==> src/rtl/unary_pkg.sv <==
// Shared definitions for the unary datapath (encoder, adders, counters).
package unary_pkg;

  // Default binary operand width; a frame is 2^DefaultWidth serial bits.
  localparam int unsigned DefaultWidth = 7;
  localparam int unsigned FrameLen     = 1 << DefaultWidth;

  // Frame sequencer states.
  typedef enum logic {
    StIdle,
    StEmit
  } unary_state_e;

  // Bit-ordering select.
  localparam logic ModeTherm  = 1'b0;
  localparam logic ModeSpread = 1'b1;

  // Thermometer rule: frame bit idx is set iff it lies below the value.
  function automatic logic therm_bit(input logic [DefaultWidth-1:0] idx,
                                     input logic [DefaultWidth-1:0] val);
    return idx < val;
  endfunction

endpackage

==> src/rtl/unary_bit_gen.sv <==
// Combinational frame-bit generator: thermometer comparator or spread accumulator.
module unary_bit_gen
  import unary_pkg::*;
#(
  parameter int unsigned Width = DefaultWidth
) (
  input  logic [Width-1:0] val_i,
  input  logic             mode_i,
  input  logic [Width-1:0] cnt_i,
  input  logic [Width-1:0] acc_i,
  output logic             bit_o,
  output logic [Width-1:0] acc_o
);

  logic [Width:0] sum;

  // Spread mode emits the accumulator carry, spacing val ones evenly over the frame.
  always_comb begin
    sum   = {1'b0, acc_i} + {1'b0, val_i};
    bit_o = 1'b0;
    acc_o = acc_i;
    if (mode_i == ModeSpread) begin
      bit_o = sum[Width];
      acc_o = sum[Width-1:0];
    end else begin
      bit_o = cnt_i < val_i;
    end
  end

endmodule

==> src/rtl/unary_stream_encoder.sv <==
// Binary-to-unary serial encoder: one 2^Width-bit frame per load, with busy/done handshake.
module unary_stream_encoder
  import unary_pkg::*;
#(
  parameter int unsigned Width = DefaultWidth
) (
  input  logic             clk,
  input  logic             rst_n,
  input  logic             en_i,
  input  logic             load_i,
  input  logic [Width-1:0] din_i,
  input  logic             mode_i,
  output logic             dout_o,
  output logic             busy_o,
  output logic             done_o
);

  unary_state_e     state_q;
  logic [Width-1:0] val_q;
  logic             m_q;
  logic [Width-1:0] cnt_q;
  logic [Width-1:0] acc_q;
  logic             dout_q;
  logic             busy_q;
  logic             done_q;

  logic             gen_bit;
  logic [Width-1:0] gen_acc;
  logic             cnt_last;

  unary_bit_gen #(
    .Width (Width)
  ) u_bit_gen (
    .val_i  (val_q),
    .mode_i (m_q),
    .cnt_i  (cnt_q),
    .acc_i  (acc_q),
    .bit_o  (gen_bit),
    .acc_o  (gen_acc)
  );

  // Final bit of the frame is the one emitted at the all-ones count.
  always_comb begin
    cnt_last = &cnt_q;
  end

  // Frame sequencer with registered outputs; a stall holds cnt/acc and blanks dout.
  always_ff @(posedge clk or negedge rst_n) begin
    if (!rst_n) begin
      state_q <= StIdle;
      val_q   <= '0;
      m_q     <= ModeTherm;
      cnt_q   <= '0;
      acc_q   <= '0;
      dout_q  <= 1'b0;
      busy_q  <= 1'b0;
      done_q  <= 1'b0;
    end else begin
      dout_q <= 1'b0;
      done_q <= 1'b0;
      unique case (state_q)
        StIdle: begin
          busy_q <= 1'b0;
          if (en_i && load_i) begin
            val_q   <= din_i;
            m_q     <= mode_i;
            cnt_q   <= '0;
            acc_q   <= '0;
            state_q <= StEmit;
          end
        end
        StEmit: begin
          busy_q <= 1'b1;
          if (en_i) begin
            dout_q <= gen_bit;
            acc_q  <= gen_acc;
            cnt_q  <= cnt_q + Width'(1);
            if (cnt_last) begin
              done_q <= 1'b1;
              if (load_i) begin
                // Back-to-back: next frame's bit 0 follows on the very next edge.
                val_q <= din_i;
                m_q   <= mode_i;
                acc_q <= '0;
              end else begin
                state_q <= StIdle;
              end
            end
          end
        end
        default: state_q <= StIdle;
      endcase
    end
  end

  assign dout_o = dout_q;
  assign busy_o = busy_q;
  assign done_o = done_q;

endmodule
==> config.mk <==
export PLATFORM = sky130hd
export DESIGN_NAME = unary_stream_encoder
export DESIGN_NICKNAME = d
export VERILOG_FILES = /design/src/rtl/unary_pkg.sv /design/src/rtl/unary_bit_gen.sv /design/src/rtl/unary_stream_encoder.sv
export SDC_FILE = /design/constraint.sdc
export NUM_CORES = 1
export LEC_CHECK = 0
export ABC_CLOCK_PERIOD_IN_PS = 3350
export CAP_MARGIN = 20
export CORE_MARGIN = 10
export CORE_UTILIZATION = 41
export DETAILED_ROUTE_END_ITERATION = 10
export SYNTH_ARGS = -nofsm -noshare
export SYNTH_HDL_FRONTEND = slang
export SYNTH_SLANG_ARGS = --single-unit
export TNS_END_PERCENT = 20
==> constraint.sdc <==
create_clock -name clk -period 3.35 [get_ports clk]
set_input_delay 0.67 -clock clk [delete_from_list [all_inputs] [get_ports clk]]
set_output_delay 0.67 -clock clk [all_outputs]
set_load 0.02 [all_outputs]
==> results by group, run 1 <==
Outcome
  • Run status: completed

Routing
  • Average wire length per cell after detail routing: 15.14 um
  • Per-cell via count in the routed design: 5.348
  • Iteration count of the initial detailed-routing pass: 4
  • Vias: 1091
  • DRC violation total after the first TritonRoute iteration: 68
  • Routed Wire Length: 3088 um
  • Number of routed nets with antenna violations: 0
  • DRC Markers: 0

Timing
  • Final critical-path share of the clock period: 62.55%
  • Max-slew violation count: 0
  • Transition time of the tightest slew-check pin: 0.5226 ns
  • Number of endpoints with negative hold slack in the final report: 0
  • Layout Skew: 0.003117 ns
  • Fmax: 477.2 MHz
  • Final-report setup violation count: 0
  • Min Clock Period, post-route: 2.095 ns
  • Final sum of negative setup slack: 0 ns
  • Setup repair after global routing missed its margin: false
  • Worst slew margin: 64.93%

CTS
  • Total number of H-tree levels: 1
  • Clock transition at the registers of the reported paths: 0.09 ns
  • Post-CTS setup-driven buffer insertion count: 0
  • CTS hold repair buffers: 0
  • Root Driver: sky130_fd_sc_hd__clkbuf_8
  • Clock latency on the worst-skew pair: 0.27 ns
  • Maximum number of buffers from clock root to sink: 2
  • CTS sink count: 26
  • Total clock buffers created by CTS: 3
  • CTS tree: done
  • Post-cts repair resize count: 0

Power
  • Part of the power in the clock network: 13.0%
  • Leakage component of the power: 0.7901 nW
  • Net Switching: 0.6305 mW
  • Sw Share: 39.61%
  • Share of total power in sequential cells: 37.6%
  • Combinational cell fraction of total power: 49.5%
  • Cell area power density: 915.9 nW/um2
  • Internal power contribution: 0.9613 mW
  • Max rail drop VDD: 0.2780 mV

Worst setup path
  • Arrival time worst endpoint: 2.26 ns
  • Critical R2R Launch: cnt_q[0]
  • Reg2reg path depth: 6
  • Setup slack, reg-to-reg: 1.39 ns
  • Category of the most critical setup path: input port to flip-flop
  • Critical path startpoint category: input port
  • Endpoint required time on the critical path: 3.52 ns
  • Crit Path Max Fanout: 10
  • CP Capture Type: flip-flop
  • End of the worst register-to-register path: acc_q[5]

Hold path
  • Worst min-delay path startpoint: acc_q[6]
  • Type of the most critical hold path: flip-flop to flip-flop
  • Number of stages on the worst hold path: 1
  • Worst-case hold path end point: acc_q[6]

Floorplan
  • Core area: 3633 um2
  • Die Width: 80.92 um
  • I/O pin count: 15
  • Initial Util: 41.87%
  • Row cnt: 22
  • Area enclosed by the die boundary: 6547 um2
  • Die boundary height: 80.92 um

Final layout
  • Final antenna diode count: 0
  • Final core area utilization: 47.83%
  • Share of cells above drive strength 1: 10.26%
  • Area used by sequential logic in the layout: 650.6 um2
  • Filler cell count in the final layout: 340
  • Area growth from synthesis to layout: 14.23%
  • Area of the multi-input gates: 783.3 um2
  • Net count reported at finish: 184

Placement
  • HPWL after detailed placement: 2329 um
  • Total of buffers placed on input and output ports: 14
  • Final Wtd Congestion: 0.7795

Global routing
  • Maximum number of pins on one net before global-route repair: 27
  • Initial antenna violation count: 0
  • Overflow left after global routing: 0
  • First-pass GRT wire length: 5278 um
  • Number of global-route vias before repair: 1129
  • Global routing usage summed across all routing layers: 10.22%

Synth
  • Async SR Flop Fraction: 100.0%
  • Number of enable-type register cells in the synthesized netlist: 0
  • Gate count of the mapped netlist: 143
  • Post-synthesis register bit count: 26
  • Post-synthesis net count: 170
  • Post-synth design cell area: 1521 um2
  • Synthesized area divided by synthesized cell count: 10.64 um2
  • Number of warning messages in the yosys log: 0
  • Share of synthesized area occupied by flip-flops and latches: 42.76%
  • Synth cell types: 36
  • Main flop type after synthesis: sky130_fd_sc_hd__dfrtp_1

Job
  • MaxCap Viol Count: 0
per-stage QoR:
stage               instances  total power, mW  hold WS [ns]  area [um2]  setup WS [ns]
finish                    204            1.592        0.5340        1738          1.255
global route              204            1.741        0.5571        1738          1.194
CTS                       204            1.606        0.5310        1738          1.275
detailed placement        200            1.389        0.5017        1683         0.9906
global placement          200            1.358        0.4974        1683          1.050
floorplan                 143            1.203        0.3744        1521          1.449
worst max-delay path by stage:
stage	startpoint	end	depth (start not counted)
5_1_grt	en_i	acc_q[4]	5
6_report	en_i	acc_q[5]	5
4_1_cts	en_i	acc_q[5]	5
3_3_place_gp	en_i	acc_q[3]	5
3_5_place_dp	en_i	acc_q[6]	5
2_1_floorplan	en_i	acc_q[0]	7
power by group through the flow:
stage	combinational [mW]	clock, mW	sequential, mW
2_1_floorplan	0.652	0	0.551
3_3_place_gp	0.755	0	0.602
3_5_place_dp	0.788	0	0.602
4_1_cts	0.798	0.210	0.597
5_1_grt	0.896	0.225	0.620
6_report	0.787	0.207	0.598
registers in the layout, summed over array words and instances, names as in the netlist:
signal	cells
done_o	1
cnt_q	7
state_q	1
val_q	7
acc_q	7
m_q	1
dout_o	1
busy_o	1
Yosys cell counts, drive strengths merged, types with 2 or more instances:
| cell | n | area, um2 |
|---|---|---|
| xnor2 | 4 | 35.03 |
| a21o | 3 | 22.52 |
| a21oi | 9 | 45.04 |
| inv | 11 | 41.29 |
| dfrtp | 26 | 650.6 |
| nand2 | 11 | 41.29 |
| buf | 3 | 33.78 |
| xor2 | 2 | 17.52 |
| a22o | 9 | 78.83 |
| mux2 | 8 | 90.09 |
| a211oi | 2 | 15.01 |
| ha | 14 | 175.2 |
| clkbuf | 3 | 12.51 |
| o21ai | 7 | 35.03 |
| nand3 | 4 | 20.02 |
| nor2 | 7 | 26.28 |
| nand2b | 2 | 12.51 |
| nand4 | 2 | 27.53 |
| mux2i | 2 | 20.02 |
layout make-up:
type	instances	area share (%)
timing repair buffer	15	8.495
inverter	11	2.376
multi-input combinational	100	45.07
sequential	26	37.44
clock buffer	4	3.168
tap	48	3.456
critical path: stages:
cell	delay (ns)
sky130_fd_sc_hd__clkdlybuf4s50_1	0.68
sky130_fd_sc_hd__nand2_1	0.15
sky130_fd_sc_hd__a21o_1	0.31
sky130_fd_sc_hd__and2_4	0.22
sky130_fd_sc_hd__a22o_1	0.23
cell usage in the layout (no fill, tap or decap):
master / instances
sky130_fd_sc_hd__dfrtp_1: 26
sky130_fd_sc_hd__ha_1: 14
sky130_fd_sc_hd__clkdlybuf4s50_1: 14
sky130_fd_sc_hd__inv_1: 11
sky130_fd_sc_hd__nand2_1: 11
sky130_fd_sc_hd__a21oi_1: 9
sky130_fd_sc_hd__a22o_1: 9
sky130_fd_sc_hd__mux2_2: 8
sky130_fd_sc_hd__nor2_1: 7
sky130_fd_sc_hd__o21ai_0: 6
sky130_fd_sc_hd__nand3_1: 4
sky130_fd_sc_hd__xnor2_1: 4
sky130_fd_sc_hd__clkbuf_8: 4
sky130_fd_sc_hd__a21o_1: 3
sky130_fd_sc_hd__nand2b_1: 2
sky130_fd_sc_hd__a211oi_1: 2
sky130_fd_sc_hd__mux2i_1: 2
sky130_fd_sc_hd__xor2_1: 2
sky130_fd_sc_hd__and3_1: 1
sky130_fd_sc_hd__and4_1: 1
sky130_fd_sc_hd__nand4_4: 1
sky130_fd_sc_hd__o211ai_1: 1
sky130_fd_sc_hd__a31oi_1: 1
sky130_fd_sc_hd__o21bai_1: 1
sky130_fd_sc_hd__o2111a_1: 1
sky130_fd_sc_hd__o21ai_1: 1
sky130_fd_sc_hd__a32o_1: 1
sky130_fd_sc_hd__and2_4: 1
sky130_fd_sc_hd__nor2b_1: 1
sky130_fd_sc_hd__o21a_1: 1
sky130_fd_sc_hd__o31a_1: 1
sky130_fd_sc_hd__nand4_1: 1
sky130_fd_sc_hd__or2_2: 1
sky130_fd_sc_hd__o22ai_1: 1
sky130_fd_sc_hd__fa_1: 1
sky130_fd_sc_hd__buf_4: 1
cell families after synthesis:
kind of cell	synth area share, %
simple gates	10.77
buf+inv	5.756
compound gates	17.19
mux	7.237
xor+xnor	3.454
flops	42.76
fa+ha+maj	12.83
per-layer routing:
layer / part of all wire [%] / vias to the layer above / GRT usage, %
met5: 0 / - / 0
met4: 0.78 / 0 / 3.633
met3: 5.5 / 2 / 3.201
met2: 45 / 15 / 14.97
met1: 49 / 535 / 13.82
li1: - / 539 / -
No activity file was read; power rests on OpenSTA's default activity.
==> run 2, diff against run 1 <==
--- a/config.mk
+++ b/config.mk
@@ -5,7 +5,7 @@
 export SDC_FILE = /design/constraint.sdc
 export NUM_CORES = 1
 export LEC_CHECK = 0
-export ABC_CLOCK_PERIOD_IN_PS = 3350
+export ABC_CLOCK_PERIOD_IN_PS = 2090
 export CAP_MARGIN = 20
 export CORE_MARGIN = 10
 export CORE_UTILIZATION = 41
==> constraint.sdc (replaced) <==
create_clock -name clk -period 2.09 [get_ports clk]
set_input_delay 0.418 -clock clk [delete_from_list [all_inputs] [get_ports clk]]
set_output_delay 0.418 -clock clk [all_outputs]
set_load 0.02 [all_outputs]
==> run 2 against run 1 <==
  * Routed wire length rose by 4.7%
  * Clock skew up 0.0038 ns
  * Largest cell class unchanged
  * Largest power group unchanged
  * Final cell count is 2.5% higher
  * Setup slack lost 1.0 ns
  * Via count rose by 2.6%
  * Sequential power up 61%
  * Flip-flop and latch count is the same
  * Register-to-register slack worse by 1.2 ns
  * Highest routed layer unchanged
  * Combinational power increased by 61%
  * Die area stayed put
  * Total power is 61% higher
  * Critical endpoint is now val_q[3]
  * Sequential share of layout area fell by 0.79 points
==> results by group, run 2 (synthesis gave the netlist of run 1 again) <==
Outcome
  • Run status: completed (unchanged)

Timing
  • Final-report setup violation count: 0 (unchanged)
  • Final critical-path share of the clock period: 90.06%
  • Min Clock Period, post-route: 1.882 ns
  • Max-slew violation count: 0 (unchanged)
  • Fmax: 531.3 MHz
  • Transition time of the tightest slew-check pin: 0.4202 ns (was 0.5226 ns)
  • Layout Skew: 0.006894 ns (was 0.003117 ns)
  • Worst slew margin: 71.98% (was 64.93%)
  • Number of endpoints with negative hold slack in the final report: 0 (unchanged)
  • Setup repair after global routing missed its margin: false (unchanged)
  • Final sum of negative setup slack: 0 ns (unchanged)

Final layout
  • Share of cells above drive strength 1: 13.04% (was 10.26%)
  • Net count reported at finish: 189 (was 184)
  • Top library cells by usage in the layout, fill and taps aside: sky130_fd_sc_hd__dfrtp_1 (26), sky130_fd_sc_hd__ha_1 (14), sky130_fd_sc_hd__clkdlybuf4s50_1 (14), sky130_fd_sc_hd__inv_1 (11), sky130_fd_sc_hd__nand2_1 (11) (unchanged)
  • Filler cell count in the final layout: 339 (was 340)
  • Largest registers in the final layout: acc_q (7), cnt_q (7), val_q (7) (unchanged)
  • Area growth from synthesis to layout: 16.69% (was 14.23%)
  • Leading cell type in the layout, fill and taps excluded: sky130_fd_sc_hd__dfrtp_1 (unchanged)
  • Final antenna diode count: 0 (unchanged)

Routing
  • Vias: 1119 (was 1091)
  • Uppermost signal routing layer after detailed routing: met4 (unchanged)
  • Met1 layer wirelength in the final routing: 1547 um (was 1501 um)
  • DRC Markers: 0 (unchanged)
  • DRC violation total after the first TritonRoute iteration: 45 (was 68)
  • Per-cell via count in the routed design: 5.354 (was 5.348)
  • DR WL met2: 1486 um (was 1391 um)
  • Number of routed nets with antenna violations: 0 (unchanged)
  • Average wire length per cell after detail routing: 15.46 um (was 15.14 um)
  • Amount of wire on met3 after detailed routing: 166 um (was 171 um)
  • Iteration count of the initial detailed-routing pass: 4 (unchanged)
  • Routed Wire Length: 3232 um (was 3088 um)

Job
  • MaxCap Viol Count: 0 (unchanged)

Global routing
  • Maximum number of pins on one net before global-route repair: 27 (unchanged)
  • Number of global-route vias before repair: 1159 (was 1129)
  • Overflow left after global routing: 0 (unchanged)
  • Global routing usage summed across all routing layers: 10.76% (was 10.22%)
  • Initial antenna violation count: 0 (unchanged)
  • First-pass GRT wire length: 5526 um (was 5278 um)

Worst setup path
  • Category of the most critical setup path: flip-flop to flip-flop (was input port to flip-flop)
  • CP Capture Type: flip-flop (unchanged)
  • Endpoint required time on the critical path: 2.25 ns (was 3.52 ns)
  • Crit Path Max Fanout: 6 (was 10)
  • Slowest CP cell: sky130_fd_sc_hd__dfrtp_1 (was sky130_fd_sc_hd__clkdlybuf4s50_1)
  • Critical-path cell list: ha_1 -> and3_1 -> nand4_4 -> a21o_1 -> buf_4 -> mux2_2 (was clkdlybuf4s50_1 -> nand2_1 -> a21o_1 -> and2_4 -> a22o_1)
  • Arrival time worst endpoint: 2.04 ns (was 2.26 ns)
  • Critical path startpoint category: flip-flop (was input port)
  • Stage delay of the slowest cell on the critical path: 0.45 ns (was 0.68 ns)

Placement
  • Final Wtd Congestion: 0.8158 (was 0.7795)
  • HPWL after detailed placement: 2540 um (was 2329 um)
  • Total of buffers placed on input and output ports: 14 (unchanged)

Power
  • Cell area power density: 1446 nW/um2 (was 915.9 nW/um2)
  • Max rail drop VDD: 0.4938 mV (was 0.2780 mV)
  • Total power draw: 2.568 mW (was 1.592 mW)
  • Leakage component of the power: 0.8133 nW (was 0.7901 nW)

Floorplan
  • Die boundary height: 80.92 um (unchanged)
  • Die Width: 80.92 um (unchanged)
  • Area enclosed by the die boundary: 6547 um2 (unchanged)
  • I/O pin count: 15 (unchanged)
  • Row cnt: 22 (unchanged)
  • Initial Util: 41.87% (unchanged)
  • Core area: 3633 um2 (unchanged)

CTS
  • Post-cts repair resize count: 0 (unchanged)
  • Total number of H-tree levels: 1 (unchanged)
  • CTS hold repair buffers: 0 (unchanged)
  • Total clock buffers created by CTS: 3 (unchanged)
  • CTS sink count: 26 (unchanged)
  • Root Driver: sky130_fd_sc_hd__clkbuf_8 (unchanged)
  • Post-CTS setup-driven buffer insertion count: 0 (unchanged)
  • Maximum number of buffers from clock root to sink: 2 (unchanged)
  • Clock latency on the worst-skew pair: 0.27 ns (about the same)
  • Clock transition at the registers of the reported paths: 0.09 ns (about the same)
  • CTS tree: done (unchanged)

Hold path
  • Type of the most critical hold path: input port to asynchronous set/reset pin (was flip-flop to flip-flop)
-- run 2: worst max-delay path: cells and delay by family (launching register included) --
family	cells	cell delay [ns]
AND/OR/NAND/NOR	2	0.45
adder cells (fa/ha/maj)	1	0.21
AO/OA/AOI/OAI	1	0.24
flip-flops	1	0.45
buffers and inverters	1	0.16
multiplexers	1	0.26
-- run 2: where the power goes --
part,total (mW),internal [mW],switching [mW]
registers,0.965,0.716,0.249
clock network,0.331,0.169,0.162
logic,1.27,0.671,0.601
total,2.57,1.56,1.01
-- run 2: layer usage --
| metal | vias up | global-route usage (%) |
|---|---|---|
| li1 | 545 | - |
| met1 | 549 | 13.43 |
| met2 | 21 | 17.44 |
| met3 | 4 | 3.201 |
| met4 | 0 | 3.460 |
| met5 | - | 0 |
-- run 2: cell type report --
| cell class | instances | area (um2) | area share [%] |
|---|---|---|---|
| sequential | 26 | 650.6 | 36.65 |
| multi-input combinational | 100 | 783.3 | 44.12 |
| tap | 48 | 60.06 | 3.383 |
| inverter | 11 | 41.29 | 2.326 |
| timing repair buffer | 20 | 185.2 | 10.43 |
| clock buffer | 4 | 55.05 | 3.101 |
-- run 2: path summary, 6_finish.rpt --
kind / start / to / slack (ns) / cells past startpoint
max in group asynchronous: rst_n / busy_o / 1.33 / 2
hold reg to reg: acc_q[4] / acc_q[4] / 0.53 / 1
min in group clk: acc_q[4] / acc_q[4] / 0.53 / 1
hold / removal: rst_n / val_q[1] / 0.50 / 2
setup reg to reg: cnt_q[0] / val_q[3] / 0.21 / 6
setup / recovery: cnt_q[0] / val_q[3] / 0.21 / 6
-- run 2: stage by stage --
| stage | setup slack, ns | instance area, um2 | hold slack [ns] | instances | util [%] |
|---|---|---|---|---|---|
| finish | 0.2077 | 1775 | 0.5023 | 209 | 48.86 |
| CTS | 0.1937 | 1775 | 0.5174 | 209 | 48.86 |
| global placement | 0.2018 | 1720 | 0.5032 | 205 | 47.35 |
| floorplan | 0.2805 | 1521 | 0.1224 | 143 | - |
| global route | 0.06678 | 1775 | 0.5165 | 209 | 48.86 |
| detailed placement | 0.2032 | 1720 | 0.5069 | 205 | 47.35 |
==> run 3, diff against run 2 <==
==> constraint.sdc (replaced) <==
create_clock -name clk -period 2.09 [get_ports clk]
set_input_delay 0.418 -clock clk [delete_from_list [all_inputs] [get_ports clk]]
set_output_delay 0.418 -clock clk [all_outputs]
set_load 0.05 [all_outputs]
==> results of run 3 <==
Same layout as run 2 (identical final DEF). Status: completed.
Among the figures that moved: total power 2.568 mW -> 2.591 mW; worst IR drop on VDD 0.4938 mV -> 0.5152 mV
==> RTL edit 1, RTL diff (config.mk and constraints of run 2) <==
Put one more register stage on the output `dout_o`, without a reset. The value now appears one clock later. The other outputs are not delayed to match.
--- a/src/rtl/unary_stream_encoder.sv
+++ b/src/rtl/unary_stream_encoder.sv
@@ -94,5 +94,7 @@
   end
 
-  assign dout_o = dout_q;
+  always_ff @(posedge clk) begin
+    dout_o <= dout_q;
+  end
   assign busy_o = busy_q;
   assign done_o = done_q;
Check against the original RTL: not equivalent (a bounded check fails within 4 cycles, from zero or initial values and one cycle with rst_n low).
==> RTL edit 1 against run 2 <==
- routed wire length is 4.6% lower
- first-iteration DRC count is 24% higher
- largest power group unchanged
- area after synthesis is 0.41% higher
- total power is 1.7% lower
- largest cell class unchanged
- worst setup slack worse by 100 ps
- cell area is 1.6% higher
- non-clock buffer count stayed put
- critical path depth stayed put
- sequential share of layout area is 0.53 points higher
- sequential cell count is 1 higher
- clock power is 9.7% lower
==> RTL edit 1: results (changes against run 2) <==
\begin{tabular}{lr}
\hline
Metric & Value \\
\hline
\multicolumn{2}{l}{\textbf{Global route}} \\
Global-route wire length before repair & 5290 um (-4.4\%) \\
Met2 usage & 16.5\% (-0.96 points) \\
Vias in the first global route & 1129 (-2.6\%) \\
Met3 routing resource usage after global routing & 2.21\% (-0.99 points) \\
Met1 global-route usage & 12.6\% (-0.81 points) \\
Global Route Usage Sum & 10.3\% (-0.51 points) \\
\multicolumn{2}{l}{\textbf{Logic synthesis}} \\
Sequential cell area fraction in the yosys report & 43.9\% (+1.1 points) \\
Syn Inst Count & 139 (-2.8\%) \\
Most used standard cells in the synthesized netlist & sky130\_fd\_sc\_hd\_\_dfrtp\_1 (26), sky130\_fd\_sc\_hd\_\_ha\_1 (14), sky130\_fd\_sc\_hd\_\_inv\_1 (10), sky130\_fd\_sc\_hd\_\_nand2\_1 (10), sky130\_fd\_sc\_hd\_\_o21ai\_0 (9) \\
Number of nets in the synthesized netlist & 166 (-2.4\%) \\
Share of synthesized registers carrying an async set or reset & 96.3\% (-3.7 points) \\
\multicolumn{2}{l}{\textbf{STA}} \\
Upper clock frequency limit & 0.504 GHz (-5.2\%) \\
Worst hold slack across all endpoints & 354 ps (-148 ps) \\
\multicolumn{2}{l}{\textbf{Status}} \\
Outcome & completed \\
\multicolumn{2}{l}{\textbf{Placement}} \\
Minimum setup slack after placement & 97.2 ps (-106 ps) \\
Cell total after placement & 201 (-2.0\%) \\
Post-placement cell area & 0.00173 mm2 (+0.65\%) \\
Final weighted congestion of routability-driven global placement & 0.819 (+0.36\%) \\
\multicolumn{2}{l}{\textbf{Final layout}} \\
Final Instance Count excl. Fillers & 207 (-0.96\%) \\
Layout cells sized above 1 & 12.6\% (-0.46 points) \\
Total number of nets in the final design & 187 (-1.1\%) \\
\multicolumn{2}{l}{\textbf{Power}} \\
Worst-case vdd ir drop & 0.493 mV (-0.17\%) \\
Sequential group power & 937 uW (-2.9\%) \\
Overall power & 2520 uW (-1.7\%) \\
Power dissipated by switching net loads & 975 uW (-3.7\%) \\
Leakage component of the power & 0.000818 uW (+0.60\%) \\
\multicolumn{2}{l}{\textbf{Routing}} \\
Number of vias per cell & 5.41 (+1.1\%) \\
WL per Instance & 14.9 um (-3.7\%) \\
\multicolumn{2}{l}{\textbf{Worst hold path}} \\
Type of the worst min-delay path & reg -> reg \\
\multicolumn{2}{l}{\textbf{Worst setup path}} \\
Register-to-register setup slack & 100 ps (-100 ps) \\
WP data arrival & 2150 ps (+110 ps) \\
\hline
\end{tabular}
## RTL edit 1: critical path, stage by stage (launching register included)
cell                       delay, ps
sky130_fd_sc_hd__dfrtp_1         430
sky130_fd_sc_hd__ha_1            240
sky130_fd_sc_hd__and3_4          200
sky130_fd_sc_hd__and4_1          260
sky130_fd_sc_hd__o211ai_4        260
sky130_fd_sc_hd__buf_4           170
sky130_fd_sc_hd__mux2_2          320
## RTL edit 1: final timing paths
path,depth (start not counted),end
worst max-delay path,6,val_q[2]$_DFFE_PN0P_
worst min-delay path,0,dout_o$_DFF_P_
worst max register to register,6,val_q[2]$_DFFE_PN0P_
worst min register to register,0,dout_o$_DFF_P_
max in group asynchronous,2,val_q[3]$_DFFE_PN0P_
min in group asynchronous,2,val_q[1]$_DFFE_PN0P_
## RTL edit 1: per-layer routing
metal  part of all wire [%]  vias to the layer above
met2                     49                       15
met1                     45                      552
li1                       -                      545
met4                    2.4                        0
met3                    3.3                        8
met5                      0                        -
## RTL edit 1: timing repair
item	in CTS	in global routing
endpoints found under the hold margin	0	0
endpoints found under the setup margin	0	6
gates resized for setup	0	0
setup buffers	0	2
## RTL edit 1: area by class of cell
class / count / area, um2
fill: 348 / 1830
tap: 48 / 60.1
inverter: 10 / 37.5
multi-input combinational: 98 / 793
sequential: 27 / 671
timing repair buffer: 20 / 198
clock buffer: 4 / 45.0
## RTL edit 1: cells by family (layout without fill, tap and decap cells)
family          count (synthesis)  count (layout)  synth area share [%]
compound gates                 41              41                  19.2
flops                          27              27                  43.9
simple gates                   26              26                  9.09
fa+ha+maj                      15              15                  12.8
buf+inv                        14              34                  4.18
mux                            12              12                  8.52
xor+xnor                        4               4                  2.29
==> RTL edit 2, RTL diff (config.mk and constraints of run 2) <==
Made on the original files. Set the package constant `DefaultWidth` to 6 (it was 7).
--- a/src/rtl/unary_pkg.sv
+++ b/src/rtl/unary_pkg.sv
@@ -3,5 +3,5 @@
 
   // Default binary operand width; a frame is 2^DefaultWidth serial bits.
-  localparam int unsigned DefaultWidth = 7;
+  localparam int unsigned DefaultWidth = 6;
   localparam int unsigned FrameLen     = 1 << DefaultWidth;
 
Ports: changed (resized din_i); port bits go from 15 to 14. The function was not compared with the original's and may differ.
==> RTL edit 2 against run 2 <==
- cell area shrank 14%
- worst hold slack worse by 68 ps
- clock power is 37% lower
- sequential cell count is 3 lower
- critical endpoint is now dout_o$_DFF_PN0_
- area after synthesis fell by 14%
- routed wire length is 20% lower
- die area down 11%
- first-iteration DRC count shrank 24%
- via count shrank 15%
- non-clock buffer count fell by 4
- worst setup slack got worse by 16 ps
- total power fell by 38%
- largest cell class unchanged
==> RTL edit 2: results (changes against run 2) <==
\begin{tabular}{lr}
\hline
Metric & Value \\
\hline
\multicolumn{2}{l}{\textbf{Final layout}} \\
Combined area of the multi-input logic cells & 693 um2 (-12\%) \\
Final Instance Count excl. Fillers & 178 (-15\%) \\
Fillers & 292 (-14\%) \\
Layout cells sized above 1 & 12.7\% (-0.36 points) \\
Total number of nets in the final design & 159 (-16\%) \\
Top flop regs & acc\_q: 6 flops, cnt\_q: 6 flops, val\_q: 6 flops \\
\multicolumn{2}{l}{\textbf{STA}} \\
Fin Clk Skew & 0.974 ps (-5.92 ps) \\
Least-Margin Pin Slew & 284 ps (-136 ps) \\
Worst hold slack across all endpoints & 434 ps (-67.9 ps) \\
\multicolumn{2}{l}{\textbf{Placement}} \\
Post-placement cell area & 0.00150 mm2 (-13\%) \\
Cell total after placement & 174 (-15\%) \\
Final weighted congestion of routability-driven global placement & 0.792 (-3.0\%) \\
Minimum setup slack after placement & 196 ps (-6.86 ps) \\
Half-perimeter wire length of the detailed placement result & 2000 um (-21\%) \\
Port Buffer Count & 13 (-1) \\
\multicolumn{2}{l}{\textbf{Logic synthesis}} \\
Number of nets in the synthesized netlist & 139 (-18\%) \\
Sequential cell area fraction in the yosys report & 44.1\% (+1.3 points) \\
Distinct cell type count after synthesis & 32 (-11\%) \\
Syn Inst Count & 115 (-20\%) \\
Largest cells by area after synthesis & sky130\_fd\_sc\_hd\_\_dfrtp\_1 (44\%), sky130\_fd\_sc\_hd\_\_ha\_1 (11\%), sky130\_fd\_sc\_hd\_\_mux2\_4 (5.7\%), sky130\_fd\_sc\_hd\_\_a32o\_1 (3.8\%), sky130\_fd\_sc\_hd\_\_a211oi\_1 (2.9\%) \\
\multicolumn{2}{l}{\textbf{Power}} \\
Worst-case vdd ir drop & 0.498 mV (+0.89\%) \\
\multicolumn{2}{l}{\textbf{Routing}} \\
Routed WL & 2580 um (-20\%) \\
Overall via count from detail\_route & 948 (-15\%) \\
Iteration-0 DRC count of the detailed router & 34 (-24\%) \\
\multicolumn{2}{l}{\textbf{Global route}} \\
Global-route wire length before repair & 4670 um (-15\%) \\
Vias in the first global route & 990 (-15\%) \\
Global Route Usage Sum & 9.54\% (-1.2 points) \\
Maximum number of pins on one net before global-route repair & 24 (-11\%) \\
\multicolumn{2}{l}{\textbf{CTS}} \\
Clock Root Buffer & sky130\_fd\_sc\_hd\_\_clkbuf\_4 \\
Clock insertion delay at the later pin of the skew report & 310 ps (+40 ps) \\
Clock-pin slew of the registers on the worst-case setup and hold paths & 120 ps (+30 ps) \\
\multicolumn{2}{l}{\textbf{Worst setup path}} \\
Register-to-register setup slack & 190 ps (-20 ps) \\
RR Startpoint & val\_q[0]\$\_DFFE\_PN0P\_ \\
WP data arrival & 2100 ps (+60 ps) \\
Worst path slowest cell & sky130\_fd\_sc\_hd\_\_fa\_1 \\
Top cell family by delay on the critical path & adder cells \\
\multicolumn{2}{l}{\textbf{Status}} \\
Outcome & completed \\
\hline
\end{tabular}
## RTL edit 2: logic make-up (layout without fill, tap and decap cells)
kind of cell    after synthesis  count (layout)  share of synthesized area [%]
fa+ha+maj                    13              13                           13.0
simple gates                 26              26                           10.2
compound gates               33              33                           18.8
flops                        23              23                           44.1
xor+xnor                      3               3                           2.01
mux                           9               9                           9.00
buf+inv                       8              27                           2.87
## RTL edit 2: metal layers
| metal | vias to the layer above | global-route usage, % | share of wire, % |
|---|---|---|---|
| met2 | 16 | 16.0 | 50 |
| met3 | 4 | 2.00 | 2.8 |
| met4 | 0 | 3.90 | 1.2 |
| met5 | - | 0 | 0 |
| met1 | 462 | 11.5 | 46 |
| li1 | 466 | - | - |
## RTL edit 2: power groups by stage
stage | combinational (uW) | sequential (uW) | clock [uW]
after floorplan | 518 | 690 | 0
final | 676 | 713 | 207
after detailed placement | 678 | 722 | 0
after CTS | 686 | 714 | 213
after global placement | 655 | 720 | 0
after global routing | 786 | 737 | 236
## RTL edit 2: worst max path at each step
stage	start	endpoint	slack (ps)	depth (start not counted)
floorplan	acc_q[0]$_DFFE_PN0P_	acc_q[4]$_DFFE_PN0P_	380	6
global placement	val_q[0]$_DFFE_PN0P_	dout_o$_DFF_PN0_	210	6
detailed placement	en_i	acc_q[4]$_DFFE_PN0P_	200	6
CTS	val_q[0]$_DFFE_PN0P_	dout_o$_DFF_PN0_	190	6
global route	val_q[0]$_DFFE_PN0P_	dout_o$_DFF_PN0_	60	6
finish	val_q[0]$_DFFE_PN0P_	dout_o$_DFF_PN0_	190	6
## RTL edit 2: area by class of cell
cell class              count  area share (%)
clock buffers               4            1.72
well taps                  44            3.60
multi-input cells          84            45.3
repair buffers             16            9.98
flip-flops and latches     23            37.6
inverters                   7            1.72
